==> src/rtl/fifo_pkg.sv <==
// Shared constants and helpers for the FIFO family.
//   FIFO_DATA_W / FIFO_DEPTH : default word width and entry count
//   clog2()                  : ceiling log2, usable in constant expressions
//   fifo_cnt_w()             : width of count/level ports, enough to hold 0..depth
package fifo_pkg;

  localparam int FIFO_DATA_W = 8;
  localparam int FIFO_DEPTH  = 16;

  function automatic int clog2(input int value);
    int r;
    r = 0;
    while ((1 << r) < value) r++;
    return r;
  endfunction

  // One bit more than the address so a completely full FIFO (== depth) fits.
  function automatic int fifo_cnt_w(input int depth);
    return clog2(depth) + 1;
  endfunction

endpackage

==> src/rtl/fifo_dpram.sv <==
// DEPTH x DATA_W storage for the FIFO.
//   clk   : write clock
//   we    : write enable, wdata stored at waddr on the rising edge
//   waddr : write address
//   wdata : write data
//   raddr : read address (asynchronous read)
//   rdata : word at raddr, combinational
// Contents are deliberately not reset.
module fifo_dpram
  import fifo_pkg::*;
#(
  parameter int DATA_W = FIFO_DATA_W,
  parameter int DEPTH  = FIFO_DEPTH,
  localparam int AW    = clog2(DEPTH)
) (
  input  logic              clk,
  input  logic              we,
  input  logic [AW-1:0]     waddr,
  input  logic [DATA_W-1:0] wdata,
  input  logic [AW-1:0]     raddr,
  output logic [DATA_W-1:0] rdata
);

  logic [DATA_W-1:0] mem_q [DEPTH];

  always_ff @(posedge clk) begin
    if (we) mem_q[waddr] <= wdata;
  end

  assign rdata = mem_q[raddr];

endmodule

==> src/rtl/fifo_sync_param.sv <==
// Parameterised single-clock FIFO with registered or first-word-fall-through
// read, programmable almost-full/almost-empty levels, fill count and sticky,
// clearable overflow/underflow flags.
//   clk, rst_n          : clock, asynchronous active-low reset
//   wr, data_in         : write request and data
//   rd                  : read request
//   err_clr             : clears sticky overflow/underflow (a new set wins)
//   af_level, ae_level  : almost-full / almost-empty levels (live compare)
//   data_out            : read data (registered on accepted read, or head word in FWFT)
//   fifo_count          : occupancy 0..DEPTH
//   fifo_full/empty     : occupancy status from the pointers
//   fifo_almost_full    : count >= af_level
//   fifo_almost_empty   : count <= ae_level
//   fifo_overflow       : sticky, write attempted while full
//   fifo_underflow      : sticky, read attempted while empty
module fifo_sync_param
  import fifo_pkg::*;
#(
  parameter int DATA_W = FIFO_DATA_W,
  parameter int DEPTH  = FIFO_DEPTH,
  parameter int FWFT   = 0,
  localparam int CNT_W = fifo_cnt_w(DEPTH)
) (
  input  logic              clk,
  input  logic              rst_n,
  input  logic              wr,
  input  logic              rd,
  input  logic [DATA_W-1:0] data_in,
  input  logic              err_clr,
  input  logic [CNT_W-1:0]  af_level,
  input  logic [CNT_W-1:0]  ae_level,
  output logic [DATA_W-1:0] data_out,
  output logic [CNT_W-1:0]  fifo_count,
  output logic              fifo_full,
  output logic              fifo_empty,
  output logic              fifo_almost_full,
  output logic              fifo_almost_empty,
  output logic              fifo_overflow,
  output logic              fifo_underflow
);

  localparam int AW = clog2(DEPTH);
  localparam logic [AW:0]      PTR_ONE = (AW+1)'(1);
  localparam logic [CNT_W-1:0] CNT_ONE = CNT_W'(1);

  // Pointers carry an extra wrap bit above the memory address.
  logic [AW:0]       wr_ptr_q, wr_ptr_d;
  logic [AW:0]       rd_ptr_q, rd_ptr_d;
  logic [CNT_W-1:0]  count_q, count_d;
  logic              ovf_q, ovf_d;
  logic              unf_q, unf_d;
  logic              wr_acc, rd_acc;
  logic [DATA_W-1:0] head_word;

  // ---- status from registered state ----
  assign fifo_empty = (wr_ptr_q == rd_ptr_q);
  assign fifo_full  = (wr_ptr_q[AW] != rd_ptr_q[AW]) &&
                      (wr_ptr_q[AW-1:0] == rd_ptr_q[AW-1:0]);

  assign wr_acc = wr & ~fifo_full;
  assign rd_acc = rd & ~fifo_empty;

  assign fifo_count        = count_q;
  assign fifo_almost_full  = (count_q >= af_level);
  assign fifo_almost_empty = (count_q <= ae_level);
  assign fifo_overflow     = ovf_q;
  assign fifo_underflow    = unf_q;

  // ---- next state ----
  always_comb begin
    wr_ptr_d = wr_ptr_q;
    rd_ptr_d = rd_ptr_q;
    count_d  = count_q;
    if (wr_acc) wr_ptr_d = wr_ptr_q + PTR_ONE;
    if (rd_acc) rd_ptr_d = rd_ptr_q + PTR_ONE;
    if (wr_acc && !rd_acc)      count_d = count_q + CNT_ONE;
    else if (rd_acc && !wr_acc) count_d = count_q - CNT_ONE;
    // A rejected request in the same cycle as err_clr keeps the flag set.
    ovf_d = (wr & fifo_full)  | (ovf_q & ~err_clr);
    unf_d = (rd & fifo_empty) | (unf_q & ~err_clr);
  end

  // ---- state registers ----
  always_ff @(posedge clk or negedge rst_n) begin
    if (!rst_n) begin
      wr_ptr_q <= '0;
      rd_ptr_q <= '0;
      count_q  <= '0;
      ovf_q    <= 1'b0;
      unf_q    <= 1'b0;
    end else begin
      wr_ptr_q <= wr_ptr_d;
      rd_ptr_q <= rd_ptr_d;
      count_q  <= count_d;
      ovf_q    <= ovf_d;
      unf_q    <= unf_d;
    end
  end

  fifo_dpram #(
    .DATA_W (DATA_W),
    .DEPTH  (DEPTH)
  ) u_mem (
    .clk   (clk),
    .we    (wr_acc),
    .waddr (wr_ptr_q[AW-1:0]),
    .wdata (data_in),
    .raddr (rd_ptr_q[AW-1:0]),
    .rdata (head_word)
  );

  // ---- read data path ----
  generate
    if (FWFT != 0) begin : g_fwft
      // Head word is visible as soon as it is stored; zero while empty.
      assign data_out = fifo_empty ? '0 : head_word;
    end else begin : g_reg
      logic [DATA_W-1:0] dout_q;
      always_ff @(posedge clk or negedge rst_n) begin
        if (!rst_n)      dout_q <= '0;
        else if (rd_acc) dout_q <= head_word;
      end
      assign data_out = dout_q;
    end
  endgenerate

endmodule

==> config.mk <==
export PLATFORM = sky130hd
export DESIGN_NAME = fifo_sync_param
export DESIGN_NICKNAME = d
export VERILOG_FILES = /design/src/rtl/fifo_pkg.sv /design/src/rtl/fifo_dpram.sv /design/src/rtl/fifo_sync_param.sv
export SDC_FILE = /design/constraint.sdc
export NUM_CORES = 1
export LEC_CHECK = 0
export CORE_ASPECT_RATIO = 1.5
export CORE_UTILIZATION = 36
export CTS_BUF_LIST = sky130_fd_sc_hd__clkbuf_16
export DETAILED_ROUTE_END_ITERATION = 12
export PLACE_DENSITY_LB_ADDON = 0.08
export SYNTH_ARGS = -nofsm -noshare
export SYNTH_HDL_FRONTEND = slang
export SYNTH_SLANG_ARGS = --single-unit
==> constraint.sdc <==
create_clock -name clk -period 2.87 [get_ports clk]
set_clock_uncertainty 0.05 [all_clocks]
set_input_delay 0.574 -clock clk [delete_from_list [all_inputs] [get_ports clk]]
set_output_delay 0.574 -clock clk [all_outputs]
set_load 0.02 [all_outputs]
==> results.md, run 1 <==
- The run finished, with violations left.
- The checks that failed: DRC.
- During I/O placement, the number of pins put on the boundary was 42.
- The routed layout has 3,290 vias.
- The terminus of the critical flop-to-flop path is fifo_count[4]$_DFFE_PN0P_.
- The number of antenna violations at the first check in global routing is 0.
- The most critical setup path has its endpoint at fifo_almost_empty.
- The growth of design area from synthesis to finish is 20.3%.
- In this run the critical register-to-register path is launched from wr_ptr_q[2]$_DFFE_PN0P_.
- The routability congestion estimate from global placement is 0.719.
- The commonest non-fill, non-tap cell in the layout is sky130_fd_sc_hd__edfxtp_1.
- The largest vdd supply drop is 0.456 mV.
- The final-report hold violation count is 0.
- The worst pin sits at a relative slew slack of 46.1%.
- STA classifies the critical path startpoint as an input pin.
- The detailed-placement wirelength estimate is 8.76 mm.
- The number of register bits inferred by synthesis is 153.
- Setup violations remaining at the end of the flow were counted as 0.
- The signal arrival time at the worst endpoint is 2.17 ns.
- The final layout contains routed wiring with a total length of 13.0 mm.
- The initial utilization of the core area, before any placement, comes to 36.8%.
- The timing startpoint of the critical path is ae_level[1].
- TritonCTS created 17 clock buffers.
- In this run the deepest clock path goes through 2 buffers.
- After the first detailed-routing iteration, the DRC count stood at 136.
- Entering global routing, the biggest net connects 36 pins.
- In the final layout, the share of cells above drive strength 1 is 20.5%.
- Setup repair after global routing left no endpoint under its margin.
- The number of cells traversed by the worst register-to-register path is 12.
- The part of the cycle the worst path needs is 97.4%.
- The final period demand of the worst path is 2.80 ns.
- The total of hold buffers inserted after clock tree synthesis is 0.
- Of the post-synthesis cell area, the dominant cell type holds 58.5%.
- The via density per instance is 5.09.
- After clock tree synthesis, the setup repair step added 0 buffers.
- The required time reported for the critical path endpoint is 2.25 ns.
- The worst min-delay path class is reg -> reg.
- The number of nets in the finished design is 461.
- The post-synthesis net count is 401.
- The synthesized area per cell is 18.4 um^2.
- The library cells used most frequently in the layout, excluding fill and tap cells, are sky130_fd_sc_hd__edfxtp_1 (128), sky130_fd_sc_hd__clkdlybuf4s50_1 (36), sky130_fd_sc_hd__dfrtp_1 (24), sky130_fd_sc_hd__nand2_1 (18), sky130_fd_sc_hd__buf_4 (18).
- The max-slew violation count is 0.
- For this run, the total global-route usage over all layers was measured as 15.0%.
- The total core area is 17,900 um^2.
- Derived from the worst setup path, the maximum achievable clock frequency is 0.358 GHz.
- At the pin with the least slew margin, the transition time is 0.806 ns.
- The CTS root buffer is sky130_fd_sc_hd__clkbuf_16.
- The sequential fraction of the synthesis area is 68.0%.
- The synthesized cell area is 6570 um^2.
- The global route total overflow is 0.
- After floorplanning, the core was divided into 60 placement rows.
- The residual antenna-violating net count after detailed routing is 0.
- Measured along the x axis, the die boundary spans 112 um.
- STA classifies the critical path endpoint as an output port.
- The slowest stage of the critical path is the sky130_fd_sc_hd__clkdlybuf4s50_1 cell.
- The clock-pin slew of the registers on the worst-case setup and hold paths is 0.07 ns.
- The buffer and inverter count on the worst path is 3.
- Counting flops with a built-in enable in the synthesized netlist gives 128.
- The depth of the CTS H-tree is 4.
- The final standard cell utilization of the core is 44.2%.
- From bottom edge to top edge, the die measures 167 um.
- The largest delay contributor family on the critical path is buffers and inverters.
- The leakage power is 2.96 nW.
- The via count of the first global-routing pass is 3,551.
- The max capacitance violation total is 0.
- The async set-reset flop share out of synthesis is 16.3%.
- The yosys synthesis warning count is 0.
- The first detailed-routing pass ran for 9 iterations.
- The residual DRC count is 4.
- Synthesis produced a netlist whose cell count is 357.
- Walking the worst path, the cells encountered are clkdlybuf4s50_1, inv_1, ha_4, nor2b_1, o21a_1, o21a_1, o21a_1, o22ai_2, buf_6.
- In the final routed layout, each cell accounts on average for 20.1 um.
- The later-pin clock latency in the skew report is 0.41 ns.
- The total power is 8.14 mW.
- The count of clock tree sinks is 153.
- The critical path is of the in -> out type.
- The distinct cell type count of the synthesized netlist is 39.
- In this run the register-to-register setup slack is 0.19 ns.
- The TritonCTS clock tree is yes.
- The first global-routing pass estimated 20.5 mm of wire.
- The die covers 18,800 um^2.
- Dividing total power by cell area gives a power density of 1030 nW/um^2.
- The cell type contributing the most total cell area after synthesis is sky130_fd_sc_hd__edfxtp_1.
- The peak fanout along the critical path is 2.
- By area the synthesized netlist is led by sky130_fd_sc_hd__edfxtp_1 (59%), sky130_fd_sc_hd__dfrtp_1 (9.5%), sky130_fd_sc_hd__mux4_1 (6.8%).
- During placement, the flow inserted port buffers numbering 41.
- Among all flip-flop cells after synthesis, the most frequent one is sky130_fd_sc_hd__edfxtp_1.
- 0 antenna diodes ended up in the layout.
- The instance count on the critical path is 9.
- The largest single stage delay on the critical path is 0.46 ns.
- The cell occurring most often along the worst timing path is sky130_fd_sc_hd__o21a_1.
synth_stat cells, types with 5 or more instances:
library cell and number:
sky130_fd_sc_hd__mux2_4 5, sky130_fd_sc_hd__ha_1 20, sky130_fd_sc_hd__dfrtp_1 25, sky130_fd_sc_hd__nor2b_1 5, sky130_fd_sc_hd__xnor2_1 9, sky130_fd_sc_hd__edfxtp_1 128, sky130_fd_sc_hd__xor2_1 8, sky130_fd_sc_hd__buf_2 5
sky130_fd_sc_hd__o21ai_0 7, sky130_fd_sc_hd__inv_1 17, sky130_fd_sc_hd__nand2_1 18, sky130_fd_sc_hd__mux4_2 15, sky130_fd_sc_hd__and3_1 15, sky130_fd_sc_hd__a22oi_1 16, sky130_fd_sc_hd__mux4_1 17
report_power, final:
| group | internal, mW | leakage [nW] | total (mW) | switching, mW |
|---|---|---|---|---|
| combinational | 1.39 | 1.20 | 2.89 | 1.50 |
| clock | 1.32 | 0.299 | 2.29 | 0.968 |
| sequential | 2.79 | 1.46 | 2.97 | 0.182 |
| total | 5.50 | 2.96 | 8.14 | 2.65 |
kinds of logic after synthesis:
| family | Yosys count | share of synthesized area, % |
|---|---|---|
| DFF | 153 | 68.0 |
| and+or+nand+nor | 54 | 4.59 |
| muxes | 41 | 13.8 |
| AOI/OAI and AO/OA | 36 | 3.87 |
| buffers and inverters | 35 | 3.37 |
| adders and majority gates | 21 | 4.11 |
| xor gates and xnor gates | 17 | 2.27 |
worst reg2reg max path, delay by kind of cell, from the launching register on:
family / cells / cell delay, ns
AND/OR/NAND/NOR: 3 / 0.86
AO/OA/AOI/OAI: 3 / 0.41
flip-flops: 1 / 0.41
adder cells (fa/ha/maj): 2 / 0.39
XOR/XNOR: 2 / 0.33
buffers and inverters: 2 / 0.14
repair_timing:
action,in CTS,in global routing
gates resized for setup,11,7
endpoints found under the setup margin,2,4
pin swaps,4,5
cell type report:
class | count | area [um^2]
Sequential cell | 153 | 4470
Tap cell | 217 | 272
Multi-Input combinational cell | 169 | 1930
Timing Repair Buffer | 59 | 556
Fill cell | 1612 | 9970
Inverter | 17 | 63.8
Clock inverter | 15 | 183
Clock buffer | 17 | 425
metrics by stage:
stage / cell area, um^2 / setup TNS (ns) / instances / setup WS [ns] / hold WS, ns
after floorplan: 6600 / 0 / 357 / 0.0346 / 0.228
after global placement: 7260 / -0.832 / 615 / -0.443 / 0.428
after detailed placement: 7260 / -0.894 / 615 / -0.475 / 0.427
after CTS: 7860 / 0 / 647 / 0.00407 / 0.440
after global routing: 7900 / 0 / 647 / 0.00865 / 0.447
final: 7900 / 0 / 647 / 0.0746 / 0.436
flip-flops by register name, indices dropped and copies added (netlist names):
signal,flops
u_mem.mem_q,128
data_out,8
fifo_count,5
rd_ptr_q,5
wr_ptr_q,5
fifo_overflow,1
fifo_underflow,1
worst min-delay path by stage:
stage | startpoint | end | cells past startpoint
detailed placement | wr_ptr_q[4]$_DFFE_PN0P_ | wr_ptr_q[4]$_DFFE_PN0P_ | 1
finish | wr_ptr_q[4]$_DFFE_PN0P_ | wr_ptr_q[4]$_DFFE_PN0P_ | 1
CTS | wr_ptr_q[4]$_DFFE_PN0P_ | wr_ptr_q[4]$_DFFE_PN0P_ | 1
floorplan | rst_n | data_out[0]$_DFFE_PN0P_ | 0
global placement | wr_ptr_q[4]$_DFFE_PN0P_ | wr_ptr_q[4]$_DFFE_PN0P_ | 1
global route | wr_ptr_q[4]$_DFFE_PN0P_ | wr_ptr_q[4]$_DFFE_PN0P_ | 1
per-layer routing:
layer  wire, um  share of wire, %  GRT usage (%)  vias up
met4        199               1.5           5.39        0
met5          0                 0              0        -
met3        299               2.3           2.93       13
li1           -                 -              -     1528
met1       5370                41           17.5     1700
met2       7150                55           27.2       49
Power figures use the tool's default switching activity.
==> run 2, diff against run 1 <==
Settings changed: CORE_MARGIN set to 2.
==> run 2 against run 1 <==
Effect of this change:
- the flow now finishes without violations
- register-to-register slack barely moved
- sequential share of layout area barely moved
- worst setup slack improved by 0.0031 ns
- first-iteration DRC count rose by 49%
==> results.md, run 2 (synthesized netlist as in run 1, its figures left out) <==
- The kind of start point of the critical path is an input pin.
- The flip-flop count of the largest register after layout is 128.
- Along the worst path, the maximum fanout reaches 2.
- In this run, the number of DRC markers left after iteration 0 of detailed routing was 203.
- Across all hold checks on the routed design, the worst slack comes to 0.444 ns.
- The residual antenna-violating net count after detailed routing is 0.
- The later-pin clock latency in the skew report is 0.41 ns.
- The detailed-placement wirelength estimate is 9.13 mm.
- The largest delay contributor family on the critical path is buffers and inverters.
- TritonCTS built the clock tree.
- The required time reported for the critical path endpoint is 2.25 ns.
- The final period demand of the worst path is 2.79 ns.
- The number of antenna violations at the first check in global routing is 0.
- The max-slew violation count is 0.
- The classification of the worst setup path is in -> out.
- The min-delay analysis places its worst path in the category reg -> reg.
- After detailed routing, the average wire length per cell comes to 20.3 um.
- The maximum number of pins on one net before global-route repair is 36.
- The fill cell total of the finished layout is 1,576.
- The CTS root buffer is sky130_fd_sc_hd__clkbuf_16.
- The residual DRC count is 0.
- Global routing used 27.4% of the available met2 tracks.
- Routability-driven placement finished with a final weighted congestion of 0.719.
- In this run the most used layer during global routing was met2.
- The part of the cycle the worst path needs is 97.3%.
- The number of nets in the finished design is 463.
- The relative max-transition margin is 53.3%.
- u_mem.mem_q holds more flip-flops than any other register.
- The final antenna diode count is 0.
- After detailed routing, the number of vias per cell comes to 5.11.
- The count of clock tree sinks is 153.
- In this run the number of H-tree levels came out at 4.
- The row count is 60.
- After clock tree synthesis, the clock-pin slew on the worst setup and hold paths is 0.06 ns.
- The die outline area is 19,400 um^2.
- In this design, the stage delay of the slowest critical-path cell is 0.45 ns.
- Together, buffers and inverters on the worst path number 3.
- The met1 usage is 16.8%.
- The floorplan step defined a core boundary enclosing 17,900 um^2.
- The final setup violation count is 0.
- In the global route stage, overall resource usage came out at 14.7%.
- The cell occurring most often along the worst timing path is sky130_fd_sc_hd__o21a_1.
- The met3 layer usage reported by global route is 2.75%.
- The die height is 169 um.
- The number of iterations in the first detailed-routing pass is 4.
- In the final layout, the share of cells above drive strength 1 is 20.8%.
- The run finished with clean final reports.
- The initial utilization of the core area, before any placement, comes to 36.6%.
- The total power is 8.12 mW.
- The growth of design area from synthesis to finish is 20.4%.
- Cells fill 44.1% of the core in the end.
- The largest individual stage delay along the critical path comes from the cell sky130_fd_sc_hd__clkdlybuf4s50_1.
- The final route contains 3,315 vias.
- In this run, CTS created clock tree buffers numbering 17.
- The worst setup path is captured at an output port.
- The horizontal die dimension is 114 um.
- The critical path goes through clkdlybuf4s50_1, inv_1, ha_4, nor2b_1, o21a_1, o21a_1, o21a_1, o22ai_2, buf_6.
- The actual transition at the worst max-transition pin is 0.700 ns.
- The first global-routing pass estimated 20.7 mm of wire.
- Timing would allow up to 0.358 GHz.
- The overall routed net length is 13.2 mm.
- The clock passes through at most 2 buffers.
- The library cells used most frequently in the layout, excluding fill and tap cells, are sky130_fd_sc_hd__edfxtp_1 (128), sky130_fd_sc_hd__clkdlybuf4s50_1 (36), sky130_fd_sc_hd__dfrtp_1 (23), sky130_fd_sc_hd__clkbuf_16 (20), sky130_fd_sc_hd__buf_4 (20).
- The signal arrival time at the worst endpoint is 2.17 ns.
- Global routing finished with a remaining overflow of 0.
- The count of boundary I/O pins is 42.
- The commonest non-fill, non-tap cell in the layout is sky130_fd_sc_hd__edfxtp_1.
- The setup check on the worst reg-to-reg path leaves a slack of 0.18 ns.
- The analysis attributes to cell leakage a power of 2.96 nW.
- The final-report hold violation count came to 0.
- Across the run, the number of max-cap violations was 0.
- The worst-case IR drop observed on VDD is 0.356 mV.
- The port buffer count is 41.
- The power density over the cells is 1030 nW/um^2.
- The via count of the first global-routing pass is 3,594.
==> run 2: cell types whose count changed in the layout (fill, tap and decap cells not counted), moves of 2 or more <==
cell and change:
sky130_fd_sc_hd__inv_8 -2, sky130_fd_sc_hd__inv_4 +2, sky130_fd_sc_hd__clkinv_4 -2, sky130_fd_sc_hd__clkinv_2 +2
sky130_fd_sc_hd__buf_4 +2, sky130_fd_sc_hd__dlymetal6s2s_1 -2, sky130_fd_sc_hd__clkbuf_16 +3, sky130_fd_sc_hd__dlygate4sd2_1 +2
==> run 2: repair_timing <==
item | in CTS | in global routing
gates resized for setup | 13 | 6
buffers inserted | 1 | 1
gates cloned | 0 | 0
pin swaps | 4 | 6
endpoints found under the setup margin | 4 | 3
hold buffers | 0 | 0
==> run 2: worst paths after layout <==
path | from | endpoint | cells past startpoint
max in group asynchronous | rst_n | wr_ptr_q[0]$_DFFE_PN0P_ | 2
max reg2reg | wr_ptr_q[0]$_DFFE_PN0P_ | fifo_count[4]$_DFFE_PN0P_ | 13
max | ae_level[1] | fifo_almost_empty | 9
min | wr_ptr_q[4]$_DFFE_PN0P_ | wr_ptr_q[4]$_DFFE_PN0P_ | 1
min reg2reg | wr_ptr_q[4]$_DFFE_PN0P_ | wr_ptr_q[4]$_DFFE_PN0P_ | 1
min in group asynchronous | rst_n | fifo_underflow$_DFF_PN0_ | 2
==> run 2: layer usage <==
metal	part of all wire (%)	wire length [um]	up-vias
met5	0	0	-
li1	-	-	1527
met1	39	5180	1716
met2	57	7470	59
met4	1.1	151	0
met3	2.8	374	13
==> run 2: final cells by class <==
class	count	area, um^2	area share [%]
Tap cell	217	272	3.43
Clock buffer	20	500	6.33
Timing Repair Buffer	61	563	7.12
Sequential cell	153	4470	56.5
Multi-Input combinational cell	169	1930	24.4
Clock inverter	12	106	1.34
Inverter	17	63.8	0.807
==> run 2: per-stage QoR <==
| step | instance area, um^2 | TNS [ns] | instances | setup WS [ns] |
|---|---|---|---|---|
| after floorplan | 6600 | 0 | 357 | 0.0346 |
| after global placement | 7260 | -0.853 | 615 | -0.451 |
| after detailed placement | 7260 | -0.881 | 615 | -0.476 |
| after CTS | 7870 | 0 | 648 | 0.000791 |
| after global routing | 7910 | -0.00107 | 649 | -0.00107 |
| final | 7910 | 0 | 649 | 0.0777 |
==> run 2: power by group <==
part           leakage, nW  switching (mW)  internal, mW  total, mW
logic                 1.19            1.48          1.39       2.88
registers             1.46           0.196          2.79       2.98
clock network        0.312           0.897          1.36       2.25
==> run 3, diff against run 2 <==
Settings changed: CORE_UTILIZATION 36 to 30.
Clock period 2.87 ns to 2.63 ns, I/O delays scaled along.
==> run 3 against run 2 <==
Effect of this change:
- the flow now finishes with violations (setup timing)
- combinational power is 18% higher
- global-route usage is 1.7 points lower
- clock-buffer cell count is 3 lower
- final area is 2.4% higher
- critical path depth is 3 higher
- critical path type is now reg -> reg
- register-to-register slack worse by 0.23 ns
- non-clock buffer count is 22 higher
- via count is 1.2% higher
==> results.md, run 3 (synthesized netlist as in run 1, its figures left out) <==
- The run finished, with violations left.
- The checks that failed: setup timing.
- The CTS root buffer is sky130_fd_sc_hd__clkbuf_16.
- The number of antenna violations at the first check in global routing was 0.
- In the layout the commonest cells are sky130_fd_sc_hd__edfxtp_1 (128), sky130_fd_sc_hd__buf_4 (42), sky130_fd_sc_hd__clkdlybuf4s50_1 (34), sky130_fd_sc_hd__dfrtp_1 (23), sky130_fd_sc_hd__nand2_1 (18).
- After filler insertion, the fill cell instance count of the layout stands at 2,052.
- The worst hold slack after final layout is 0.436 ns.
- The final layout contains routed wiring with a total length of 14.0 mm.
- The max-slew violation count is 0.
- The count of clock tree sinks is 153.
- After detailed placement, the design holds a cell count of 691.
- Adding up every negative setup slack in the final design gives -0.0501 ns.
- The part of the cycle the worst path needs is 102%.
- The largest vdd supply drop is 0.467 mV.
- The setup path with the least slack is of type reg -> reg.
- The worst hold path belongs to the class reg -> reg.
- More flip-flops sit in one register than any other, and that register is u_mem.mem_q.
- In the final layout, the share of cells above drive strength 1 is 25.7%.
- The detail route stage leaves a number of antenna-violating nets equal to 0.
- For this run, design rule violations remaining after detail routing come to 0.
- In the global route stage, overall resource usage came out at 13.0%.
- The register with the most flip-flops in the layout has 128 of them.
- After clock tree synthesis, the clock-pin slew on the worst setup and hold paths is 0.06 ns.
- In this run the power density over the cells is 1090 nW/um^2.
- 0 antenna diodes ended up in the layout.
- The relative max-transition margin is 52.7%.
- The clock buffer count from CTS is 17.
- In this run the cell area measured after placement is 7500 um^2.
- The leakage power is 3.00 nW.
- Dividing the detail-routed via count by the number of cells gives 4.64.
- Hold repair after CTS inserted 0 buffers.
- The relative contribution of the clock network to total power is 25.1%.
- The floorplan step defined a core boundary enclosing 21,600 um^2.
- The later-pin clock latency in the skew report is 0.42 ns.
- Cells fill 37.4% of the core in the end.
- Entering global routing, the biggest net connects 36 pins.
- STA classifies the critical path endpoint as a register.
- The switching power is 2.84 mW.
- The final cell count without fillers is 724.
- The count of boundary I/O pins is 42.
- The average wire per standard cell is 19.4 um.
- The number of DRC markers after the initial detailed-route iteration is 140.
- With fillers left out, the area of the finished cells amounts to 8100 um^2.
- The number of iterations in the first detailed-routing pass is 4.
- OpenSTA, run right after detailed placement, puts the worst setup slack at -0.627 ns.
- The number of nets in the finished design is 485.
- The die is 125 um wide.
- For the worst setup path, the data arrival time is 2.97 ns.
- The die outline area is 23,100 um^2.
- Setup repair after global routing could not meet its margin everywhere.
- Sequential cells account for 36.6% of the total power.
- The maximum frequency from static timing analysis is 0.373 GHz.
- The clock passes through at most 2 buffers.
- In this run switching power makes up 32.1% of total power.
- The die height is 185 um.
- At the pin with the least slew margin, the transition time is 0.710 ns.
- The congestion estimate from routability-driven global placement came to 0.736.
- The peak fanout along the critical path is 4.
- Cell internal power was estimated by the tool at 6.00 mW.
- The depth of the CTS H-tree is 4.
- The port buffer count is 41.
- Per report_power, the combinational group accounts for 38.3% of the total.
- The library cell used most frequently in the layout, excluding fill and tap cells, is sky130_fd_sc_hd__edfxtp_1.
- The smallest clock period supported by the final layout is computed as 2.68 ns.
- TritonCTS built the clock tree.
- The row count is 66.
- STA classifies the critical path startpoint as a register.
- The detailed-placement wirelength estimate is 9.62 mm.
- The via count of the first global-routing pass is 3,648.
- The routed layout has 3,356 vias.
- The required time reported for the critical path endpoint is 2.92 ns.
- The final-report hold violation count is 0.
- The max capacitance violation total is 0.
- Once routing completed, OpenROAD measured the worst setup slack at -0.0501 ns.
- The first-pass GRT wire length is 22.1 mm.
- The global route total overflow is 0.
- The initial core utilization is 30.4%.
- Setup violations remaining at the end of the flow were counted as 1.
- The area growth from synthesis to layout is 23.3%.
- The total power is 8.85 mW.
[run 3: cell types whose count changed in the layout (fill, tap and decap cells not counted), sizes merged]
cell and delta:
buf +24, inv -5, clkinvlp +4, clkbuf -3, clkdlybuf4s50 -2, clkinv +2
dlygate4sd2 +1, dlymetal6s2s -1
[run 3: power by group through the flow]
stage / registers, mW / clock network (mW) / logic [mW]
2_1_floorplan: 3.38 / 0 / 2.14
3_3_place_gp: 3.27 / 0 / 3.39
3_5_place_dp: 3.28 / 0 / 3.41
4_1_cts: 3.24 / 2.29 / 3.43
5_1_grt: 3.28 / 2.41 / 3.76
6_report: 3.23 / 2.22 / 3.39
[run 3: final timing paths]
| kind | from | end | slack (ns) | depth (start not counted) |
|---|---|---|---|---|
| max | rd_ptr_q[2]$_DFFE_PN0P_ | fifo_count[4]$_DFFE_PN0P_ | -0.05 | 12 |
| min in group asynchronous | rst_n | fifo_overflow$_DFF_PN0_ | 0.46 | 2 |
| min | wr_ptr_q[4]$_DFFE_PN0P_ | wr_ptr_q[4]$_DFFE_PN0P_ | 0.44 | 1 |
| min reg2reg | wr_ptr_q[4]$_DFFE_PN0P_ | wr_ptr_q[4]$_DFFE_PN0P_ | 0.44 | 1 |
| max reg2reg | rd_ptr_q[2]$_DFFE_PN0P_ | fifo_count[4]$_DFFE_PN0P_ | -0.05 | 12 |
| max in group asynchronous | rst_n | fifo_count[1]$_DFFE_PN0P_ | 1.77 | 2 |
[run 3: worst max-delay path, cell delays in order, from the launching register on]
cell and delay (ns):
sky130_fd_sc_hd__dfrtp_1 0.41, sky130_fd_sc_hd__xor2_2 0.20, sky130_fd_sc_hd__nor4_4 0.37, sky130_fd_sc_hd__a21boi_2 0.13, sky130_fd_sc_hd__inv_4 0.08, sky130_fd_sc_hd__ha_4 0.16
sky130_fd_sc_hd__inv_4 0.05, sky130_fd_sc_hd__ha_4 0.20, sky130_fd_sc_hd__nor2b_1 0.12, sky130_fd_sc_hd__o21a_1 0.18, sky130_fd_sc_hd__or3_4 0.34, sky130_fd_sc_hd__a21oi_4 0.16
sky130_fd_sc_hd__xor2_1 0.15
[run 3: cell type report]
cell class / count / area [um^2] / share of cell area, %
multi-input cells: 169 / 1970 / 24.4
clock inverters: 13 / 108 / 1.33
repair buffers: 83 / 714 / 8.82
inverters: 17 / 68.8 / 0.849
well taps: 272 / 340 / 4.20
clock buffers: 17 / 425 / 5.25
flip-flops and latches: 153 / 4470 / 55.2
[run 3: per-layer routing]
metal / vias to the layer above / track usage (%) / share of wire, %
li1: 1568 / - / -
met1: 1719 / 14.4 / 41
met2: 60 / 24.3 / 55
met3: 9 / 3.09 / 2.6
met4: 0 / 4.67 / 1.2
met5: - / 0 / 0
[run 3: repair_timing]
action	4_1_cts	5_1_grt
pin swaps	9	9
buffers inserted	0	3
resized for setup	25	8
hold endpoints to repair	0	0
endpoints found under the setup margin	5	5
==> patch 1, RTL diff (settings of run 1) <==
The package constant `FIFO_DEPTH` goes from 16 to 8.
--- a/src/rtl/fifo_pkg.sv
+++ b/src/rtl/fifo_pkg.sv
@@ -6,5 +6,5 @@
 
   localparam int FIFO_DATA_W = 8;
-  localparam int FIFO_DEPTH  = 16;
+  localparam int FIFO_DEPTH  = 8;
 
   function automatic int clog2(input int value);
Interface: changed (resized ae_level, af_level and fifo_count); port bits go from 42 to 39. No check against the original RTL was run, so the function may have changed too.
==> patch 1 against run 1 <==
Worst setup slack better by 0.056 ns. Clock power fell by 44%. Highest routed layer unchanged. Sequential cell count is 67 lower. Design area fell by 41%. Largest cell class unchanged. Area after synthesis fell by 43%. Total power fell by 37%. Core utilization is 2.0 points higher. Wire length fell by 43%.
==> patch 1: results (changes against run 1) <==
P_comb=2.01 mW (-30%); Synth top cells by count=64 x edfxtp_1, 22 x dfrtp_1, 16 x mux4_2, 14 x inv_1, 14 x nand2_1; Layout clock area frac=7.06% (-0.64 points); leakage=1.77 nW (-40%); hpwl dp=4970 um (-43%); max FFs per register=64 (-50%); Fillers=914 (-43%); Mean Syn Cell Area=16.5 um^2 (-10%); drt first-iter violations=90 (-34%); status=finished, final reports clean; Routed WL per cell=18.2 um (-9.5%); Reg2Reg Setup Slack=0.16 ns (-0.03 ns); compound-cell area share of the yosys netlist=4.68% (+0.81 points); Cell Int Power=3.39 mW (-38%); Buffers, non-clock=56 (-5.1%); first-pass GRT wire length=11600 um (-44%); Hold EP=data_out[1]; hold path depth=2 (+1); R2R Path End=fifo_count[3]; Initial DRT Pass Iterations=4 (-5); routability cong.=0.688 (-4.3%); nets=319 (-31%); metal3 WL=232 um (-22%); sequential share of the synthesized area=66.0% (-2.0 points); Post-synth ARST share=25.6% (+9.2 points)
==> patch 1: changes by cell type in the layout (fill, tap and decap cells not counted), moves of 6 or more <==
cell	run 1	this run
a22oi_1	16	0
and3_1	15	0
clkbuf_16	17	9
edfxtp_1	128	64
mux2i_1	0	9
mux4_1	17	0
nor2_1	2	8
o21ai_0	7	13
==> patch 1: worst max path at each step <==
stage	startpoint	endpoint	slack [ns]
global route	wr_ptr_q[1]	fifo_count[3]	0.006
CTS	af_level[0]	fifo_almost_full	0.03
floorplan	rd_ptr_q[1]	fifo_count[3]	0.13
finish	ae_level[1]	fifo_almost_empty	0.13
detailed placement	ae_level[1]	fifo_almost_empty	-0.35
global placement	ae_level[1]	fifo_almost_empty	-0.32
==> patch 1: worst reg2reg max path, delay by kind of cell, from the launching register on <==
family | cells | cell delay [ns]
xor+xnor | 1 | 0.24
compound gates | 4 | 1.13
fa+ha+maj | 2 | 0.49
buf+inv | 2 | 0.24
flops | 1 | 0.44
==> patch 2, RTL diff (flow settings as in run 1) <==
Without the edit above. Register the output `fifo_overflow` once more, with the module's reset; this adds one clock of latency there. The other outputs are not delayed to match.
--- a/src/rtl/fifo_sync_param.sv
+++ b/src/rtl/fifo_sync_param.sv
@@ -64,5 +64,11 @@
   assign fifo_almost_full  = (count_q >= af_level);
   assign fifo_almost_empty = (count_q <= ae_level);
-  assign fifo_overflow     = ovf_q;
+  always_ff @(posedge clk or negedge rst_n) begin
+    if (!rst_n) begin
+      fifo_overflow <= '0;
+    end else begin
+      fifo_overflow <= ovf_q;
+    end
+  end
   assign fifo_underflow    = unf_q;
 
Behaviour: no difference found for any inputs over 10 cycles, from zero or initial values and one cycle with rst_n low; that may be too few to reach the edited logic, so the function may still have changed.
==> patch 2 against run 1 <==
Design area grew 0.67%. Non-clock buffer count grew 4. Sequential cell count grew 1. Hold slack lost 0.11 ns. Sequential share of layout area is essentially flat. Critical path depth is the same. Total power shrank 0.52%. Via count grew 1.1%. Area after synthesis grew 0.38%. Worst setup slack lost 0.00076 ns. Die area grew 0.37%. Wire length is essentially flat.
==> patch 2: results (changes against run 1) <==
Slowest-stage cell, CP=clkdlybuf4s50_1; Slew HR=51.3% (+5.2 points); initial antenna violation count=0 (unchanged); status=finished, final reports clean; clock tree buffer depth=2 (unchanged); drt first-iter violations=150 (+10%); vias in the first global route=3553 (+0.056%); ys flop type=edfxtp_1; hpwl dp=8880 um (+1.4%); Placed Cells=618 (+0.49%); first-pass GRT wire length=20200 um (-1.3%); Biggest register=u_mem.mem_q; Via density=5.10 (+0.29%); routability cong.=0.720 (+0.17%); Worst-path clk slew=0.07 ns (about the same); pre-CTS setup slack=-0.478 ns (-0.00310 ns); leakage=2.97 nW (+0.17%); Syn Inst Count=358 (+0.28%); fraction of layout cells with a size suffix above 1=22.1% (+1.6 points); synth top area cells=edfxtp_1 58%, dfrtp_1 9.9%, mux4_1 6.8%, mux4_2 5.1%, ha_1 3.8%; Worst VDD drop=0.427 mV (-6.2%); synth warn=0 (unchanged); filler-free cell count of the finished design=652 (+0.77%); nets=466 (+1.1%); Post-synth ARST share=16.9% (+0.54 points); TritonCTS Buffers=17 (unchanged); hold path depth=0 (-1); Hold Startpoint=ovf_q; Hold EP=fifo_overflow; Synth top cells by count=128 x edfxtp_1, 26 x dfrtp_1, 20 x ha_1, 18 x nand2_1; max FFs per register=128 (unchanged); Initial DRT Pass Iterations=4 (-5); delay-heaviest family, CP=buffers and inverters; Detailed Route WL=13000 um (about the same); antenna cells=0 (unchanged); post-synth cell types=39 (unchanged); Crit path required time=2.25 ns (about the same); root buf cell=clkbuf_16; H-tree depth=4 (unchanged); Reg2Reg Launch Point=rd_ptr_q[1]; port bufs=41 (unchanged); HP Class=register to register; Mapped Nets=402 (+0.25%); Reg2Reg Setup Slack=0.20 ns; clock insertion delay at the later pin of the skew report=0.41 ns (about the same); worst-case reg-to-reg path depth=12 (unchanged); sw frac=33.4% (+0.94 points); sequential share of the synthesized area=68.1% (+0.12 points); GRT Util Overall=14.8% (-0.16 points)
-- patch 2: kinds of logic after synthesis --
family | after synthesis | share of synthesized area, %
flip-flops | 154 | 68.1
AND/OR/NAND/NOR | 54 | 4.57
multiplexers | 41 | 13.7
AO/OA/AOI/OAI | 36 | 3.85
buffers and inverters | 35 | 3.36
adder cells (fa/ha/maj) | 21 | 4.10
XOR/XNOR | 17 | 2.26
-- patch 2: worst max-delay path by stage --
stage,slack (ns),startpoint,cells after the start,end
5_1_grt,0.006,rd_ptr_q[1],12,fifo_count[4]
4_1_cts,0.003,ae_level[1],9,fifo_almost_empty
2_1_floorplan,0.03,wr_ptr_q[2],14,fifo_count[4]
3_3_place_gp,-0.44,ae_level[1],9,fifo_almost_empty
6_report,0.07,ae_level[1],9,fifo_almost_empty
3_5_place_dp,-0.48,ae_level[1],9,fifo_almost_empty
-- patch 2: layer usage --
layer	share of wire [%]	vias to the layer above	track usage (%)
met5	0	-	0
met4	1.2	0	5.62
met3	2.1	10	2.63
met2	58	59	28.3
met1	39	1720	16.2
li1	-	1536	-
-- patch 2: repair_timing --
action | 4_1_cts | 5_1_grt
setup endpoints to repair | 4 | 3
resized for setup | 13 | 10
pin swaps | 3 | 5
buffers inserted | 0 | 2
-- patch 2: cell type report --
| class | instances | area (um^2) |
|---|---|---|
| fill | 1605 | 9990 |
| sequential | 154 | 4500 |
| multi-input combinational | 169 | 1940 |
| timing repair buffer | 63 | 578 |
| clock buffer | 17 | 425 |
| tap | 217 | 272 |
| clock inverter | 15 | 171 |
| inverter | 17 | 66.3 |
-- patch 2: through the flow --
stage / hold slack, ns / area [um^2]
finish: 0.330 / 7950
global route: 0.341 / 7950
CTS: 0.335 / 7890
detailed placement: 0.319 / 7300
global placement: 0.313 / 7300
floorplan: 0.228 / 6630
-- patch 2: power groups by stage --
| stage | logic [mW] | registers [mW] | clock network [mW] |
|---|---|---|---|
| 3_3_place_gp | 2.88 | 3.03 | 0 |
| 2_1_floorplan | 1.95 | 3.12 | 0 |
| 5_1_grt | 3.19 | 3.04 | 2.34 |
| 3_5_place_dp | 2.90 | 3.05 | 0 |
| 6_report | 2.90 | 2.99 | 2.22 |
| 4_1_cts | 2.90 | 3.00 | 2.26 |
